==> src/rtl/instruction_mem_arbiter_pkg.sv <==
`default_nettype none
// ============================================================================
// Module      : instruction_mem_arbiter_pkg
// Description : Shared GPU types for the instruction-memory path and the
//               arbiter state encoding.
// Revision    : 1.0 - initial release
// ============================================================================
package instruction_mem_arbiter_pkg;

    typedef logic [15:0] instruction_t;
    typedef logic [7:0]  instruction_memory_address_t;

    typedef enum logic [1:0] {
        IDLE    = 2'd0,
        BUSY    = 2'd1,
        RESPOND = 2'd2
    } arb_state_t;

endpackage
`default_nettype wire

==> src/rtl/instruction_mem_arbiter_rr_picker.sv <==
`default_nettype none
// ============================================================================
// Module      : instruction_mem_arbiter_rr_picker
// Description : Combinational round-robin picker. Returns the first asserted
//               request at index i_ptr, i_ptr+1, ... (mod W).
// Revision    : 1.0 - initial release
// ============================================================================
module instruction_mem_arbiter_rr_picker #(
    parameter int W     = 4,
    parameter int PTR_W = (W > 1) ? $clog2(W) : 1
) (
    input  logic [W-1:0]     i_req,
    input  logic [PTR_W-1:0] i_ptr,
    output logic             o_any,
    output logic [PTR_W-1:0] o_idx
);

    always_comb begin
        int w_cand;
        o_any  = 1'b0;
        o_idx  = '0;
        w_cand = 0;
        // Scan farthest offset first so the nearest requester at/after i_ptr wins.
        for (int off = W - 1; off >= 0; off--) begin
            w_cand = int'(i_ptr) + off;
            if (w_cand >= W) begin
                w_cand = w_cand - W;
            end
            if (i_req[w_cand]) begin
                o_any = 1'b1;
                o_idx = PTR_W'(w_cand);
            end
        end
    end

endmodule
`default_nettype wire

==> src/rtl/instruction_mem_arbiter.sv <==
`default_nettype none
// ============================================================================
// Module      : instruction_mem_arbiter
// Description : Round-robin arbiter sharing one instruction-memory read
//               channel among per-warp fetchers; one outstanding read.
// Revision    : 1.0 - initial release
// ============================================================================
module instruction_mem_arbiter
    import instruction_mem_arbiter_pkg::*;
#(
    parameter int WARPS_PER_CORE = 4
) (
    input  logic                                             clk,
    input  logic                                             reset,
    input  logic [WARPS_PER_CORE-1:0]                        warp_read_valid,
    input  instruction_memory_address_t [WARPS_PER_CORE-1:0] warp_read_address,
    output logic [WARPS_PER_CORE-1:0]                        warp_read_ready,
    output instruction_t [WARPS_PER_CORE-1:0]                warp_read_data,
    output logic                                             mem_read_valid,
    output instruction_memory_address_t                      mem_read_address,
    input  logic                                             mem_read_ready,
    input  instruction_t                                     mem_read_data
);

    localparam int PTR_W = (WARPS_PER_CORE > 1) ? $clog2(WARPS_PER_CORE) : 1;
    localparam logic [PTR_W-1:0] C_LAST_WARP = PTR_W'(WARPS_PER_CORE - 1);

    arb_state_t                               r_state;
    arb_state_t                               w_state_next;
    logic [PTR_W-1:0]                         r_grant;
    logic [PTR_W-1:0]                         r_rr_ptr;
    logic                                     w_pick_any;
    logic [PTR_W-1:0]                         w_pick_idx;
    logic [WARPS_PER_CORE-1:0]                r_ready;
    instruction_t [WARPS_PER_CORE-1:0]        r_data;
    logic                                     r_mem_valid;
    instruction_memory_address_t              r_mem_addr;

    instruction_mem_arbiter_rr_picker #(
        .W     (WARPS_PER_CORE),
        .PTR_W (PTR_W)
    ) u_rr_picker (
        .i_req (warp_read_valid),
        .i_ptr (r_rr_ptr),
        .o_any (w_pick_any),
        .o_idx (w_pick_idx)
    );

    always_ff @(posedge clk) begin
        if (reset) begin
            r_state <= IDLE;
        end else begin
            r_state <= w_state_next;
        end
    end

    always_comb begin
        w_state_next = r_state;
        case (r_state)
            IDLE:    if (w_pick_any)     w_state_next = BUSY;
            BUSY:    if (mem_read_ready) w_state_next = RESPOND;
            RESPOND: w_state_next = IDLE;
            default: w_state_next = IDLE;
        endcase
    end

    // Datapath registers; mem_read_ready only matters in BUSY, so a stray
    // pulse after reset or between transactions is dropped here.
    always_ff @(posedge clk) begin
        if (reset) begin
            r_grant     <= '0;
            r_rr_ptr    <= '0;
            r_ready     <= '0;
            r_data      <= '0;
            r_mem_valid <= 1'b0;
            r_mem_addr  <= '0;
        end else begin
            case (r_state)
                IDLE: begin
                    if (w_pick_any) begin
                        r_grant     <= w_pick_idx;
                        r_mem_addr  <= warp_read_address[w_pick_idx];
                        r_mem_valid <= 1'b1;
                    end
                end
                BUSY: begin
                    if (mem_read_ready) begin
                        r_mem_valid      <= 1'b0;
                        r_data[r_grant]  <= mem_read_data;
                        r_ready[r_grant] <= 1'b1;
                        r_rr_ptr         <= (r_grant == C_LAST_WARP) ? '0 : r_grant + 1'b1;
                    end
                end
                RESPOND: begin
                    r_ready <= '0;
                end
                default: begin
                    r_ready <= '0;
                end
            endcase
        end
    end

    assign warp_read_ready  = r_ready;
    assign warp_read_data   = r_data;
    assign mem_read_valid   = r_mem_valid;
    assign mem_read_address = r_mem_addr;

endmodule
`default_nettype wire

==> config.mk <==
export PLATFORM = sky130hd
export DESIGN_NAME = instruction_mem_arbiter
export DESIGN_NICKNAME = d
export VERILOG_FILES = /design/src/rtl/instruction_mem_arbiter_pkg.sv /design/src/rtl/instruction_mem_arbiter_rr_picker.sv /design/src/rtl/instruction_mem_arbiter.sv
export SDC_FILE = /design/constraint.sdc
export NUM_CORES = 1
export LEC_CHECK = 0
export ABC_AREA = 1
export CAP_MARGIN = 40
export CORE_MARGIN = 3
export CORE_UTILIZATION = 35
export DETAILED_ROUTE_END_ITERATION = 8
export HOLD_SLACK_MARGIN = 0.15
export PLACE_DENSITY = 0.64
export SKIP_LAST_GASP = 1
export SYNTH_ARGS = -nofsm -noshare
export SYNTH_HDL_FRONTEND = slang
export SYNTH_SLANG_ARGS = --single-unit
==> constraint.sdc <==
create_clock -name clk -period 2.45 [get_ports clk]
set_input_delay 0.49 -clock clk [delete_from_list [all_inputs] [get_ports clk]]
set_output_delay 0.49 -clock clk [all_outputs]
set_load 0.01 [all_outputs]
==> metrics.md <==
| Metric | Value |
|---|---|
| Peak supply drop | 0.280 mV |
| Unrepaired setup endpoints after global routing | no |
| Post-synthesis share of cell area spent on and, or, nand and nor gates | 34.6% |
| Largest net degree at the start of global routing | 43 |
| Switching power | 1110 uW |
| Die extent in x | 109 um |
| Unique cell type count in the Yosys netlist | 24 |
| Internal cell power | 2540 uW |
| Cell at the root of the clock tree | sky130_fd_sc_hd__clkbuf_8 |
| Number of buffers inserted by hold repair at cts | 0 |
| Area post-placement | 5060 sq um |
| Gate count after technology mapping | 504 |
| Period utilisation layout | 83.0% |
| Post-Layout Inst Area | 5310 sq um |
| Max-cap violations | 0 |
| Flip-flop and latch count after synthesis | 83 |
| Clock power share | 32.6% |
| Layout Nets | 681 |
| Total of endpoints with negative setup slack in the final report | 0 |
| Combined area of the multi-input logic cells | 1730 sq um |
| Synth warn | 0 |
| Tightest Hold Check Type | flip-flop to flip-flop |
| Adder-cell share of the synthesized area | 1.36% |
| Layout area overhead | 44.2% |
| Parity-gate share of the synthesized area counting xor and xnor cells | 0% |
| CTS tree | yes |
| Worst clock skew | 8.82 ps |
| DRC Markers | 0 |
| Number of antenna violations at the first check in global routing | 0 |
| CP Max Fanout | 17 |
| Count of input and output buffers | 131 |
| Post-detailed-route wirelength per cell | 14.5 um |
| Total negative slack for setup checks | 0 ps |
| Start-to-end type of the worst setup path | flip-flop to flip-flop |
| All-layer global routing usage | 18.3% |
| Result of the run | completed |
| Top library cells by usage in the layout, fill and taps aside | sky130_fd_sc_hd__nand2_1, sky130_fd_sc_hd__clkdlybuf4s50_1, sky130_fd_sc_hd__nand3_1, sky130_fd_sc_hd__dfxtp_1, sky130_fd_sc_hd__a21oi_1 |
| H-Tree Depth | 3 |
| Req. time, crit path | 2670 ps |
| Nets in the synthesized netlist | 563 |
| Post-CTS setup buffers | 0 |
| Total count of max-transition violations in the final report | 0 |
| Total Die Area | 11,800 sq um |
| Share of the synthesized area in compound gates (AO/OA/AOI/OAI) | 10.9% |
| Post-CTS clock slew at the launch and capture registers of the worst setup and hold paths | 80 ps |
| Normalized max-slew margin | 49.1% |
| I/O pin count | 132 |
| Type of destination of the critical path | flip-flop |
| Combinational group share of total power | 26.4% |
| Post-detailed-route via-to-cell ratio | 4.95 |
| Main combinational cell family by area after synthesis | simple AND/OR/NAND/NOR gates |
| Proportion of synthesized area in mux cells | 0% |
| Num CTS Buffers | 9 |
| Layout cells sized above 1 | 8.45% |
| Final-layout fill cell count | 982 |
| Minimum clock period after layout | 2030 ps |
| Cell area power density | 688 nW/um^2 |
| Slew at the pin closest to its max-slew limit | 764 ps |
| Number of routed nets with antenna violations | 0 |
| Placeable Area | 10000 sq um |
| Post-synth design cell area | 3680 sq um |
| Standard-cell row count | 36 |
| Arrival @ worst endpoint | 2250 ps |
| HPWL after detailed placement | 7950 um |
| Global-route wire length before repair | 17,100 um |
| Avg Inst Size Synth | 7.31 sq um |
| Total via count in the routed design | 3,765 |
| Initial standard-cell utilization of the core | 36.8% |
| Placer's final routability congestion estimate | 0.817 |
| Remaining global-route overflow | 0 |
| Vias in the first global route | 3,452 |
| DP Worst Slack | 178 ps |
| Final Routed Wirelength | 11,000 um |
| DRC marker count from the first detailed-route iteration | 142 |
| Sw Share | 30.4% |
| Portion of the post-synthesis area used by sequential elements | 45.1% |
| Clk_lat worst skew | 350 ps |
| CTS Sinks | 83 |
| Diode insertion count for antenna repair | 0 |
| Max Freq | 492 MHz |
| Share of total power in sequential cells | 41.0% |
| Number of gates resized after CTS | 0 |
| Final Hold Violating Endpoints | 0 |
| Static leakage | 0.00203 uW |
| Nature of the critical path startpoint | flip-flop |
| Worst Setup Slack, final | 417 ps |
| Number of iterations in the first detailed-routing pass | 5 |
| Sequential standard cell area | 1660 sq um |
| Max Root-Sink Buffers | 2 |
| Chip height | 109 um |
## layer usage
layer | share of wire, % | track usage, % | vias up
met3 | 6.6 | 4.36 | 4
met4 | 0.34 | 3.79 | 0
met2 | 51 | 30.4 | 113
li1 | - | - | 1880
met5 | 0 | 0 | -
met1 | 42 | 24.4 | 1768
## sequential cells by signal (all words and copies together), names as in the netlist
signal / flops
r_state: 2
warp_read_data: 64
warp_read_ready: 4
mem_read_address: 8
mem_read_valid: 1
r_grant: 2
r_rr_ptr: 2
## area by class of cell
type                            instances  share of cell area [%]
Multi-Input combinational cell        354                    32.6
Sequential cell                        83                    31.3
Clock buffer                           10                    2.59
Inverter                               35                    2.57
Tap cell                              133                    3.13
Timing Repair Buffer                  139                    25.7
Clock inverter                          6                    2.10
## critical path, stage by stage, from the launching register on
cell and delay [ps]:
sky130_fd_sc_hd__dfxtp_1 350, sky130_fd_sc_hd__inv_1 110, sky130_fd_sc_hd__ha_1 670, sky130_fd_sc_hd__nand2_1 360
sky130_fd_sc_hd__buf_4 290, sky130_fd_sc_hd__nand2_1 70, sky130_fd_sc_hd__a21oi_1 60
## synth_stat cells (all sizes together)
cell    number  area [sq um]
a211oi       1          7.51
inv         35           136
clkbuf      19          71.3
ha           4          50.1
nand3       96           510
buf         13          90.1
a21oi       74           370
o21bai       1          7.51
nand4        1          12.5
nand3b       7          52.6
nor2        22          90.1
o21ai        3          15.0
nand2      145           607
dfxtp       83          1660
## final timing paths
kind / slack (ps) / end / from / depth (start not counted)
max: 420 / warp_read_data[11] / r_grant[0] / 6
min: 450 / warp_read_ready[0] / warp_read_ready[0] / 2
max reg2reg: 420 / warp_read_data[11] / r_grant[0] / 6
min reg2reg: 450 / warp_read_ready[0] / warp_read_ready[0] / 2
## cell families (layout without fill, tap and decap cells)
logic type | count (synthesis) | in the layout
AO/OA/AOI/OAI | 79 | 79
adder cells (fa/ha/maj) | 4 | 4
buffers and inverters | 67 | 190
flip-flops | 83 | 83
AND/OR/NAND/NOR | 271 | 271
## power by group through the flow
stage                     clock, uW  combinational [uW]  sequential [uW]
after global placement            0                 954             1530
after CTS                      1220                 970             1500
after floorplan                   0                 571             1550
after global routing           1280                1060             1510
after detailed placement          0                 967             1530
final                          1190                 966             1500
## through the flow
stage	instances	util (%)	total power, uW	hold slack, ps
3_5_place_dp	744	50.6	2490	444
3_3_place_gp	744	50.6	2480	436
6_report	760	53.1	3650	454
4_1_cts	760	53.1	3690	447
2_1_floorplan	504	-	2120	474
5_1_grt	760	53.1	3850	470
No activity file was read; power rests on OpenSTA's default activity.
